--- src/rtl/xmem_pkg.sv ---
// Shared definitions for the memory-side blocks.
//   XMEM_ADDR_W / XMEM_DATA_W / XMEM_CNT_W : default word address, word and
//                                            pair-count widths
//   state_t                                : streamer control state encoding
package xmem_pkg;

  localparam int XMEM_ADDR_W = 11;
  localparam int XMEM_DATA_W = 32;
  localparam int XMEM_CNT_W  = 10;

  typedef enum logic [1:0] {
    ST_IDLE  = 2'd0,
    ST_RUN   = 2'd1,
    ST_DRAIN = 2'd2,
    ST_DONE  = 2'd3
  } state_t;

endpackage

--- src/rtl/xmem_streamer_pair_fifo2.sv ---
// pair_fifo2: two-entry FIFO holding (even, odd) word pairs.
//   clk, rst_n           : clock, asynchronous active-low reset
//   push, push_data0/1   : write one pair
//   pop                  : remove the head pair
//   valid                : FIFO not empty
//   data0, data1         : head pair (reads 0 after reset)
//   count                : number of stored pairs, 0..2
module pair_fifo2
  import xmem_pkg::*;
#(
  parameter int DATA_W = XMEM_DATA_W
) (
  input  logic              clk,
  input  logic              rst_n,
  input  logic              push,
  input  logic [DATA_W-1:0] push_data0,
  input  logic [DATA_W-1:0] push_data1,
  input  logic              pop,
  output logic              valid,
  output logic [DATA_W-1:0] data0,
  output logic [DATA_W-1:0] data1,
  output logic [1:0]        count
);

  logic [DATA_W-1:0] mem0 [2];
  logic [DATA_W-1:0] mem1 [2];
  logic              wr_ptr;
  logic              rd_ptr;
  logic [1:0]        cnt;
  logic              pop_ok;
  logic              push_ok;

  // Guard against misuse so a full FIFO is never overwritten and an empty
  // one never underflows.
  assign pop_ok  = pop && (cnt != 2'd0);
  assign push_ok = push && ((cnt != 2'd2) || pop_ok);

  always_ff @(posedge clk or negedge rst_n) begin
    if (!rst_n) begin
      for (int i = 0; i < 2; i++) begin
        mem0[i] <= '0;
        mem1[i] <= '0;
      end
      wr_ptr <= 1'b0;
      rd_ptr <= 1'b0;
      cnt    <= 2'd0;
    end else begin
      if (push_ok) begin
        mem0[wr_ptr] <= push_data0;
        mem1[wr_ptr] <= push_data1;
        wr_ptr       <= ~wr_ptr;
      end
      if (pop_ok) rd_ptr <= ~rd_ptr;
      case ({push_ok, pop_ok})
        2'b10:   cnt <= cnt + 2'd1;
        2'b01:   cnt <= cnt - 2'd1;
        default: cnt <= cnt;
      endcase
    end
  end

  assign valid = (cnt != 2'd0);
  assign data0 = mem0[rd_ptr];
  assign data1 = mem1[rd_ptr];
  assign count = cnt;

endmodule

--- src/rtl/xmem_streamer.sv ---
// xmem_streamer: streams num_pairs word pairs starting at base_addr out of a
// dual-port synchronous-read memory (even word on port 0, odd word on port 1).
//   CLK, RESET_N              : clock, asynchronous active-low reset
//   start, base_addr, num_pairs : stream request, sampled only in IDLE
//   busy, done                : stream in progress / one-cycle completion pulse
//   CEN0/1, WEN0/1, A0/1, Q0/1 : memory ports (read-only use)
//   out_valid, out_ready, out_data0/1, out_last : output pair stream
//   dbg_state                 : current control state
//
// Output handshake: a pair transfers on a rising edge where out_valid and
// out_ready are both high; once out_valid rises, out_data0/1 and out_last
// stay unchanged until that transfer happens.
module xmem_streamer
  import xmem_pkg::*;
#(
  parameter int ADDR_W = XMEM_ADDR_W,
  parameter int DATA_W = XMEM_DATA_W,
  parameter int CNT_W  = XMEM_CNT_W
) (
  input  logic              CLK,
  input  logic              RESET_N,
  input  logic              start,
  input  logic [ADDR_W-1:0] base_addr,
  input  logic [CNT_W-1:0]  num_pairs,
  output logic              busy,
  output logic              done,
  output logic              CEN0,
  output logic              CEN1,
  output logic              WEN0,
  output logic              WEN1,
  output logic [ADDR_W-1:0] A0,
  output logic [ADDR_W-1:0] A1,
  input  logic [DATA_W-1:0] Q0,
  input  logic [DATA_W-1:0] Q1,
  output logic              out_valid,
  input  logic              out_ready,
  output logic [DATA_W-1:0] out_data0,
  output logic [DATA_W-1:0] out_data1,
  output logic              out_last,
  output state_t            dbg_state
);

  state_t            state;
  logic [ADDR_W-1:0] nxt_addr;
  logic [ADDR_W-1:0] nxt_addr1;
  logic [ADDR_W-1:0] a0_last;
  logic [ADDR_W-1:0] a1_last;
  logic [CNT_W-1:0]  issue_left;
  logic [CNT_W-1:0]  xfer_left;
  logic              rd_inflight;   // read data is on Q0/Q1 this cycle
  logic              issue;
  logic              pop;
  logic              fifo_valid;
  logic [1:0]        fifo_count;
  logic [2:0]        credit;

  assign pop       = fifo_valid && out_ready;
  assign nxt_addr1 = nxt_addr + ADDR_W'(1);

  // Pairs already claiming a FIFO slot: stored ones plus the one on the
  // memory outputs, less the one leaving this cycle. Issue is combinational
  // so a read costs one cycle less latency, which is what lets a 2-entry
  // FIFO sustain one pair per cycle without ever overflowing.
  assign credit = {1'b0, fifo_count} + {2'b00, rd_inflight} - {2'b00, pop};
  assign issue  = (state == ST_RUN) && (credit < 3'd2);

  assign CEN0 = ~issue;
  assign CEN1 = ~issue;
  assign WEN0 = 1'b1;
  assign WEN1 = 1'b1;
  // Addresses show the live request while issuing, else the last one used.
  assign A0   = issue ? nxt_addr  : a0_last;
  assign A1   = issue ? nxt_addr1 : a1_last;

  always_ff @(posedge CLK or negedge RESET_N) begin
    if (!RESET_N) begin
      state       <= ST_IDLE;
      nxt_addr    <= '0;
      a0_last     <= '0;
      a1_last     <= '0;
      issue_left  <= '0;
      xfer_left   <= '0;
      rd_inflight <= 1'b0;
    end else begin
      rd_inflight <= issue;
      if (issue) begin
        a0_last    <= nxt_addr;
        a1_last    <= nxt_addr1;
        nxt_addr   <= nxt_addr + ADDR_W'(2);
        issue_left <= issue_left - CNT_W'(1);
      end
      if (pop) xfer_left <= xfer_left - CNT_W'(1);
      case (state)
        ST_IDLE: begin
          if (start) begin
            nxt_addr   <= base_addr;
            issue_left <= num_pairs;
            xfer_left  <= num_pairs;
            state      <= (num_pairs == '0) ? ST_DONE : ST_RUN;
          end
        end
        ST_RUN:   if (issue && (issue_left == CNT_W'(1))) state <= ST_DRAIN;
        ST_DRAIN: if (pop && (xfer_left == CNT_W'(1)))    state <= ST_DONE;
        ST_DONE:  state <= ST_IDLE;
        default:  state <= ST_IDLE;
      endcase
    end
  end

  assign busy      = (state != ST_IDLE);
  assign done      = (state == ST_DONE);
  assign dbg_state = state;

  pair_fifo2 #(.DATA_W(DATA_W)) u_fifo (
    .clk        (CLK),
    .rst_n      (RESET_N),
    .push       (rd_inflight),
    .push_data0 (Q0),
    .push_data1 (Q1),
    .pop        (pop),
    .valid      (fifo_valid),
    .data0      (out_data0),
    .data1      (out_data1),
    .count      (fifo_count)
  );

  assign out_valid = fifo_valid;
  // The head pair is the final one exactly when one transfer remains.
  assign out_last  = fifo_valid && (xfer_left == CNT_W'(1));

endmodule

--- config.mk ---
export PLATFORM = sky130hd
export DESIGN_NAME = xmem_streamer
export DESIGN_NICKNAME = d
export VERILOG_FILES = /design/src/rtl/xmem_pkg.sv /design/src/rtl/xmem_streamer_pair_fifo2.sv /design/src/rtl/xmem_streamer.sv
export SDC_FILE = /design/constraint.sdc
export NUM_CORES = 1
export LEC_CHECK = 0
export CAP_MARGIN = 5
export CORE_MARGIN = 5
export CORE_UTILIZATION = 35
export CTS_BUF_LIST = sky130_fd_sc_hd__clkbuf_16
export DETAILED_ROUTE_END_ITERATION = 8
export PLACE_DENSITY = 0.61
export SYNTH_ARGS = -nofsm -noshare
export SYNTH_HDL_FRONTEND = slang
export SYNTH_SLANG_ARGS = --single-unit
--- constraint.sdc ---
create_clock -name CLK -period 3.4 [get_ports CLK]
set_input_delay 0.34 -clock CLK [delete_from_list [all_inputs] [get_ports CLK]]
set_output_delay 0.34 -clock CLK [all_outputs]
set_load 0.1 [all_outputs]
==> results.py, run 1 <==
metrics = {
    "synthesis": {
        "syn_area_um2": 8650,
        "ys_top_cells_by_area": "dfrtp_1 54%, mux2_2 25%, nand2_1 2.8%",
        "ys_ff_latch": 188,
        "yosysMostFrequentCell": "mux2_2",
        "ys_types": 49,
        "synth_top_area_share_pct": 54.4,
        "syn_inst": 680,
        "synthTopCellsByCount": "192 x mux2_2, 188 x dfrtp_1, 64 x nand2_1",
        "synth_edf_count": 0,
        "synth.yosys.seq_area_share_pct": 54.4,
        "async_reset_ff_share_pct": 100,
        "synthFlopType": "dfrtp_1",
        "yosys_warnings": 0,
        "yosys.area.top_type": "dfrtp_1",
        "synth_area_per_cell_um2": 12.7,
    },
    "detailed_routing": {
        "m1WireLength_mm": 9.51,
        "drt_first_iter_violations": 220,
        "met3_wirelength_mm": 1.26,
        "antenna_left": 0,
        "vias": 5831,
        "wl_mm": 20.3,
        "firstDrtPassIters": 4,
        "wl_met2_mm": 9.38,
        "wl_per_cell_um": 16.8,
        "dr.max_layer_used": "met5",
        "via_per_inst": 4.84,
        "drc": 0,
    },
    "power_and_ir_drop": {
        "p_comb_share_pct": 4.5,
        "p_int_uw": 3380,
        "pwr-share-clk_pct": 44.6,
        "p_leak_uw": 0.00562,
        "peakVddDrop_mv": 0.316,
        "powerDensity_nw_per_um2": 379,
        "p_sw_uw": 1040,
        "seqPwrFrac_pct": 50.9,
        "p_sw_share_pct": 23.5,
    },
    "finish": {
        "drive_gt1_share_pct": 42.1,
        "nets": 970,
        "fin_area_um2": 11700,
        "diodes": 0,
        "syn_to_final_growth_pct": 35.1,
        "instances_no_fill": 1205,
        "num-fill-cells": 2187,
    },
    "critical_path": {
        "worstSetupPathType": "register to output port",
        "cp_max_fo": 19,
        "critPathLaunchType": "register",
        "worstPathArrival_ns": 2.85,
        "crit_path_end_kind": "output port",
        "required_ns": 3.06,
    },
    "placed_design": {
        "place.gp.congestion": 0.776,
        "dp_hpwl_mm": 13.6,
        "place_ws_ns": 0.142,
        "dp.cells": 1171,
        "io_buffers": 182,
        "placed_cell_area_um2": 11000,
    },
    "run_status": {
        "violations": "hold timing",
        "outcome": "finished, violations left",
    },
    "sta": {
        "fmax_ghz": 0.313,
        "setup_violations": 0,
        "finalHoldViolCount": 2,
        "fin_skew_ns": 0.0150,
        "hold_ws_ns": -0.0114,
        "rsz0062_at_grt": "no",
        "tns_ns": 0,
        "relSlewSlack_pct": 35.3,
        "drv_slew": 0,
        "fin_crit_sh_pct": 93.8,
        "worst_pin_slew_ns": 0.967,
        "min_period_ns": 3.19,
        "setup_ws_ns": 0.210,
    },
    "floorplan": {
        "ioPinCount": 185,
        "start_util_pct": 35.6,
        "die-area_um2": 28000,
        "die_w_um": 167,
        "row_count": 57,
        "coreArea_um2": 24300,
        "die_h_um": 167,
    },
    "grt": {
        "grt_pass1_wl_mm": 33.8,
        "gr-total-overflow": 0,
        "grt_max_degree": 105,
        "grt_pass1_vias": 6194,
        "grtUsageTotal_pct": 14.6,
        "antenna_found_initial": 1,
    },
    "run": {
        "cap_viol_max_count": 0,
    },
    "clock_network": {
        "holdBufCountCts": 0,
        "cts_htree_levels": 4,
        "cts_buffer_depth": 2,
        "clock_latency_ns": 0.42,
        "cts_tree": "built",
        "clk_pin_slew_ns": 0.08,
        "cts_made_buffers": 17,
        "cts_root_buffer": "clkbuf_16",
        "clock_sinks": 188,
    },
    "min_path": {
        "min_path_type": "primary input to asynchronous set/reset pin",
    },
}
## layout by cell type (no fill, tap or decap), types with 2 or more instances in the layout
cell and count:
a21oi_1 18, a31oi_1 5, and2_1 2, and4_1 2, buf_12 29, buf_4 82, clkbuf_16 18, clkdlybuf4s50_1 90
clkinv_4 2, clkinv_8 2, clkinvlp_4 3, conb_1 2, dfrtp_1 186, dfrtp_2 2, ha_1 11, inv_1 13
inv_6 3, inv_8 2, mux2_2 192, nand2_1 54, nand2_2 10, nand2b_1 2, nand3_1 8, nand3_2 2
nand3b_1 2, nand4_1 9, nor2_1 21, nor3_1 7, nor4_1 10, o21ai_0 13, o21ai_2 12, or3_1 3
xnor2_1 18, xor2_1 19
## cell type report
type / instances / area [um2] / share of cell area, %
flip-flops and latches: 188 / 4710 / 40.3
well taps: 324 / 405 / 3.47
multi-input cells: 445 / 3800 / 32.5
repair buffers: 203 / 2140 / 18.3
clock buffers: 17 / 425 / 3.64
inverters: 14 / 53.8 / 0.460
clock inverters: 14 / 155 / 1.33
## sequential cells by signal, summed over array words and instances, names as in the netlist, 2 cells and up
name          count
a0_last          11
a1_last          11
dbg_state         2
issue_left       10
nxt_addr         11
u_fifo.count      2
u_fifo.mem0      64
u_fifo.mem1      64
xfer_left        10
## path summary, 6_finish.rpt
kind	from	end	slack, ns	cells past startpoint
max in group asynchronous	RESET_N	issue_left[6]	2.49	2
min	RESET_N	u_fifo.mem1[15]	-0.01	1
min reg2reg	u_fifo.mem0[10]	u_fifo.mem0[10]	0.50	1
min in group CLK	base_addr[9]	nxt_addr[9]	0.47	3
max	u_fifo.count[0]	A1[10]	0.21	9
max reg2reg	u_fifo.count[0]	nxt_addr[10]	0.73	9
## logic make-up after synthesis
kind of cell    count (synthesis)  share of synthesized area, %
mux                           193                          25.1
flops                         188                          54.4
simple gates                  144                          8.17
compound gates                 56                          3.69
buf+inv                        48                          2.70
xor+xnor                       38                          4.06
fa+ha+maj                      12                          1.82
other cells                     1                        0.0434
## power groups by stage
stage,clock (uW),combinational [uW],sequential (uW)
after floorplan,0,31.7,2290
after global placement,0,203,2300
after detailed placement,0,203,2300
after CTS,2050,204,2250
after global routing,2140,220,2250
final,1970,199,2250
## worst max-delay path, stage by stage (launching register included)
cell       delay, ns
dfrtp_1         0.38
nand2b_1        0.23
nor2_2          0.15
o21ai_0         0.12
fa_1            0.57
and2_1          0.18
nand2_2         0.13
clkbuf_16       0.24
o21ai_2         0.23
buf_12          0.20
## metrics by stage
| step | util (%) | hold WS (ns) | total power, uW |
|---|---|---|---|
| 2_1_floorplan | - | 0.0444 | 2320 |
| 3_3_place_gp | 45.3 | 0.481 | 2500 |
| 3_5_place_dp | 45.3 | 0.487 | 2500 |
| 4_1_cts | 47.7 | 0.0403 | 4510 |
| 5_1_grt | 48.1 | 0.0743 | 4610 |
| 6_report | 48.1 | -0.0114 | 4420 |
## metal layers
layer | GRT usage (%) | vias up
met5 | 0 | -
met4 | 2.61 | 2
met3 | 4.60 | 9
met2 | 22.8 | 152
met1 | 20.4 | 2904
li1 | - | 2764
## timing repair
item | CTS | global route
setup buffers | 0 | 2
endpoints found under the setup margin | 21 | 22
endpoints found under the hold margin | 0 | 0
gates resized for setup | 2 | 15
gates cloned | 0 | 1
(Power assumes the default switching activity.)
==> run 2, diff against run 1 <==
==> constraint.sdc (replaced) <==
create_clock -name CLK -period 3.75 [get_ports CLK]
set_input_delay 0.375 -clock CLK [delete_from_list [all_inputs] [get_ports CLK]]
set_output_delay 0.375 -clock CLK [all_outputs]
set_load 0.1 [all_outputs]
==> results.py, run 2 (same netlist as run 1, synthesis figures left out) <==
metrics = {
    "clock_network": {
        "cts_tree": "built",
        "clock_sinks": 188,
        "cts_htree_levels": 4,
        "cts_made_buffers": 17,
        "cts_root_buffer": "clkbuf_16",
        "cts_buffer_depth": 2,
        "clk_pin_slew_ns": 0.08,
        "clock_latency_ns": 0.42,
        "holdBufCountCts": 0,
    },
    "finish": {
        "mostFrequentLayoutCell": "mux2_2",
        "fin_area_um2": 11700,
        "drive_gt1_share_pct": 36.9,
        "fin_util_pct": 47.9,
        "layout_common_cells": "192 x mux2_2, 187 x dfrtp_1, 121 x clkdlybuf4s50_1",
        "nets": 966,
        "num-fill-cells": 2194,
        "syn_to_final_growth_pct": 34.8,
        "largestRegisters": "u_fifo.mem0: 64 flops, u_fifo.mem1: 64 flops",
        "diodes": 0,
    },
    "sta": {
        "relSlewSlack_pct": 34.5,
        "min_period_ns": 3.48,
        "hold_ws_ns": 0.0343,
        "finalHoldViolCount": 0,
        "rsz0062_at_grt": "no",
        "setup_ws_ns": 0.268,
        "setup_violations": 0,
        "fin_skew_ns": 0.0155,
        "worst_pin_slew_ns": 0.980,
        "fmax_ghz": 0.287,
        "fin_crit_sh_pct": 92.8,
        "drv_slew": 0,
    },
    "run_status": {
        "outcome": "finished clean",
    },
    "floorplan": {
        "die_w_um": 167,
        "die-area_um2": 28000,
        "ioPinCount": 185,
        "row_count": 57,
        "coreArea_um2": 24300,
        "start_util_pct": 35.6,
        "die_h_um": 167,
    },
    "power_and_ir_drop": {
        "p_sw_uw": 945,
        "powerDensity_nw_per_um2": 338,
        "p_comb_share_pct": 4.5,
        "p_int_uw": 3000,
        "power_uw": 3950,
        "p_leak_uw": 0.00552,
        "p_sw_share_pct": 23.9,
        "seqPwrFrac_pct": 51.7,
        "peakVddDrop_mv": 0.229,
        "pwr-share-clk_pct": 43.7,
    },
    "placed_design": {
        "dp_hpwl_mm": 14.3,
        "io_buffers": 182,
        "place_ws_ns": 0.231,
        "place.gp.congestion": 0.795,
        "placed_cell_area_um2": 11100,
    },
    "detailed_routing": {
        "firstDrtPassIters": 4,
        "antenna_left": 0,
        "vias": 5748,
        "wl_mm": 20.4,
        "drt_first_iter_violations": 264,
        "wl_per_cell_um": 17.0,
        "via_per_inst": 4.79,
        "drc": 0,
    },
    "grt": {
        "grtUsageTotal_pct": 14.9,
        "grt_pass1_vias": 6179,
        "gr-total-overflow": 0,
        "antenna_found_initial": 0,
        "grt_pass1_wl_mm": 33.8,
        "grt_max_degree": 96,
    },
    "min_path": {
        "min_path_type": "primary input to asynchronous set/reset pin",
    },
    "critical_path": {
        "r2r-end": "nxt_addr[10]",
        "max_stage_delay_ns": 0.57,
        "reg2reg_depth": 9,
        "worstPathCellList": "nand2b_1, nor2_1, o21ai_0, fa_1, and2_1, nand2_1, buf_12, o21ai_2, buf_12",
        "required_ns": 3.38,
        "crit_path_end_kind": "output port",
        "path_buf_inv": 2,
        "worstReg2RegStart": "u_fifo.count[0]",
        "critPathLaunchType": "register",
        "worstSetupPathType": "register to output port",
        "crit_family": "simple AND/OR/NAND/NOR gates",
        "cp_max_fo": 38,
        "worst_path_max_delay_cell": "fa_1",
        "crit_top_cell": "buf_12",
        "worstPathArrival_ns": 3.11,
        "reg2reg_slack_ns": 0.99,
    },
    "run": {
        "cap_viol_max_count": 0,
    },
}
run 2: worst reg2reg max path: cells and delay by family, from the launching register on:
family,cells,cell delay (ns)
simple gates,4,1.06
buf+inv,1,0.19
flops,1,0.44
fa+ha+maj,1,0.49
xor+xnor,1,0.17
compound gates,2,0.31
run 2: repair_timing:
action | in CTS | in global routing
gates cloned | 0 | 0
buffers inserted | 0 | 0
gates resized for setup | 1 | 10
hold endpoints to repair | 0 | 0
setup endpoints to repair | 1 | 5
run 2: power by group through the flow:
stage	combinational, uW	clock, uW	sequential [uW]
after CTS	183	1790	2040
after global placement	182	0	2080
after floorplan	29.1	0	2080
after global routing	198	1880	2040
final	179	1730	2040
after detailed placement	182	0	2080
run 2: per-layer routing:
layer  global-route usage [%]  share of wire, %  up-vias  wire [um]
li1                         -                 -     2758          -
met1                     20.4                48     2828       9810
met2                     23.4                45      149       9260
met3                     4.62               5.6       13       1130
met4                     3.18              0.92        0        187
met5                        0                 0        -          0
run 2: area by class of cell:
cell class	instances	area [um2]	share of cell area [%]
well taps	324	405	3.48
flip-flops and latches	188	4710	40.4
repair buffers	199	2170	18.6
clock buffers	17	425	3.65
inverters	14	53.8	0.461
multi-input cells	445	3770	32.3
clock inverters	14	135	1.16
run 2: worst max-delay path by stage:
| stage | start | endpoint | cells past startpoint |
|---|---|---|---|
| after floorplan | u_fifo.count[1] | A1[10] | 9 |
| after global placement | out_ready | A0[6] | 11 |
| after detailed placement | out_ready | A0[2] | 11 |
| after CTS | u_fifo.count[0] | A1[4] | 9 |
| after global routing | u_fifo.count[0] | A0[2] | 10 |
| final | u_fifo.count[0] | A1[7] | 9 |
run 2: metrics by stage:
step / cells / TNS (ns)
floorplan: 681 / -7.01
global placement: 1170 / 0
detailed placement: 1170 / 0
CTS: 1201 / 0
global route: 1201 / 0
finish: 1201 / 0
==> run 3, diff against run 2 <==
--- a/config.mk
+++ b/config.mk
@@ -6,11 +6,13 @@
 export NUM_CORES = 1
 export LEC_CHECK = 0
 export CAP_MARGIN = 5
-export CORE_MARGIN = 5
+export CORE_MARGIN = 2
 export CORE_UTILIZATION = 35
 export CTS_BUF_LIST = sky130_fd_sc_hd__clkbuf_16
+export CTS_CLUSTER_DIAMETER = 150
 export DETAILED_ROUTE_END_ITERATION = 8
 export PLACE_DENSITY = 0.61
+export REMOVE_ABC_BUFFERS = 1
 export SYNTH_ARGS = -nofsm -noshare
 export SYNTH_HDL_FRONTEND = slang
 export SYNTH_SLANG_ARGS = --single-unit
==> results.py, run 3 (same netlist as run 1, synthesis figures left out) <==
metrics = {
    "run_status": {
        "outcome": "finished clean",
    },
    "placed_design": {
        "dp_hpwl_mm": 13.7,
        "placed_cell_area_um2": 11000,
        "dp.cells": 1169,
        "place.gp.congestion": 0.765,
        "io_buffers": 182,
    },
    "finish": {
        "drive_gt1_share_pct": 38.1,
        "layout_common_cells": "192 x mux2_2, 187 x dfrtp_1, 99 x clkdlybuf4s50_1",
        "instances_no_fill": 1204,
        "num-fill-cells": 2252,
        "nets": 967,
        "largestRegisters": "u_fifo.mem0: 64 flops, u_fifo.mem1: 64 flops",
        "fin_area_um2": 11600,
        "mostFrequentLayoutCell": "mux2_2",
        "syn_to_final_growth_pct": 34.2,
    },
    "critical_path": {
        "critPathLaunchType": "register",
        "cp_max_fo": 15,
        "max_stage_delay_ns": 0.58,
        "worstSetupPathType": "register to output port",
        "crit_family": "simple AND/OR/NAND/NOR gates",
        "worst_path_max_delay_cell": "fa_1",
        "required_ns": 3.38,
        "crit_top_cell": "o21ai_0",
        "worstPathArrival_ns": 3.13,
        "path_buf_inv": 2,
        "crit_path_end_kind": "output port",
        "worstPathCellList": "nand2b_1, nor2_1, o21ai_0, fa_1, and2_1, nand2_1, buf_4, o21ai_0, buf_12",
    },
    "clock_network": {
        "clock_sinks": 188,
        "cts_root_buffer": "clkbuf_16",
        "cts_made_buffers": 17,
        "cts_buffer_depth": 2,
        "cts_tree": "built",
        "clock_latency_ns": 0.43,
        "clk_pin_slew_ns": 0.08,
        "cts_htree_levels": 4,
    },
    "floorplan": {
        "die_h_um": 161,
        "die_w_um": 161,
        "start_util_pct": 35.6,
        "ioPinCount": 185,
        "die-area_um2": 26000,
        "row_count": 57,
        "coreArea_um2": 24300,
    },
    "detailed_routing": {
        "drt_first_iter_violations": 183,
        "firstDrtPassIters": 4,
        "vias": 5829,
        "drc": 0,
        "wl_per_cell_um": 16.4,
        "antenna_left": 0,
        "via_per_inst": 4.84,
        "wl_mm": 19.8,
    },
    "power_and_ir_drop": {
        "p_leak_uw": 0.00557,
        "power_uw": 4060,
        "powerDensity_nw_per_um2": 350,
        "peakVddDrop_mv": 0.264,
    },
    "sta": {
        "min_period_ns": 3.50,
        "fin_crit_sh_pct": 93.3,
        "fmax_ghz": 0.286,
        "finalHoldViolCount": 0,
        "rsz0062_at_grt": "yes",
        "setup_violations": 0,
        "fin_skew_ns": 0.0127,
        "relSlewSlack_pct": 22.1,
        "drv_slew": 0,
        "worst_pin_slew_ns": 1.16,
    },
    "run": {
        "cap_viol_max_count": 0,
    },
    "grt": {
        "gr-total-overflow": 0,
        "grt_max_degree": 78,
        "grt_pass1_vias": 6209,
        "grtUsageTotal_pct": 15.7,
        "antenna_found_initial": 1,
        "grt_pass1_wl_mm": 32.6,
    },
    "min_path": {
        "min_path_type": "primary input to register",
    },
}
[run 3: cell type report]
type	count	area (um2)	share of cell area (%)
diodes	1	2.50	0.0216
multi-input cells	445	3720	32.1
clock buffers	17	425	3.66
inverters	14	56.3	0.485
clock inverters	15	174	1.50
flip-flops and latches	188	4710	40.5
well taps	324	405	3.49
repair buffers	200	2120	18.2
[run 3: where the power goes]
part	switching, uW	internal (uW)	leakage, uW
combinational	82.5	95.5	0.00267
clock	883	957	0.000295
sequential	9.94	2030	0.00261
[run 3: timing repair]
item,4_1_cts,5_1_grt
endpoints found under the hold margin,12,0
hold buffers,1,0
gates resized for setup,0,12
setup endpoints to repair,0,16
buffers inserted,0,1
[run 3: metal layers]
| layer | wire [um] | part of all wire (%) | track usage, % |
|---|---|---|---|
| met2 | 9000 | 45 | 24.8 |
| met1 | 9500 | 48 | 21.8 |
| met5 | 0 | 0 | 0 |
| met4 | 127 | 0.64 | 3.33 |
| met3 | 1160 | 5.8 | 4.29 |
[run 3: path summary, 6_finish.rpt]
kind                            startpoint         endpoint  slack (ns)  cells after the start
setup / recovery           u_fifo.count[0]            A1[6]        0.25                      9
hold / removal                base_addr[6]      nxt_addr[6]        0.49                      3
setup reg to reg           u_fifo.count[0]     nxt_addr[10]        1.02                      9
hold reg to reg             u_fifo.mem1[9]   u_fifo.mem1[9]        0.50                      1
max in group asynchronous          RESET_N   u_fifo.mem1[2]        2.26                      3
min in group asynchronous          RESET_N  u_fifo.mem1[32]        0.53                      2
[run 3: through the flow]
step	setup TNS, ns	hold WS (ns)	utilization [%]	worst slack (ns)
3_3_place_gp	0	0.460	45.1	0.373
4_1_cts	0	0.472	47.6	0.0681
5_1_grt	-0.0236	0.499	47.7	-0.0129
3_5_place_dp	0	0.464	45.1	0.312
6_report	0	0.494	47.7	0.250
2_1_floorplan	-108.13	0.0794	-	-2.78
[run 3: worst min-delay path, cell delays in order]
cell,delay (ns)
clkdlybuf4s50_1,0.39
nand2_1,0.05
o21ai_0,0.06
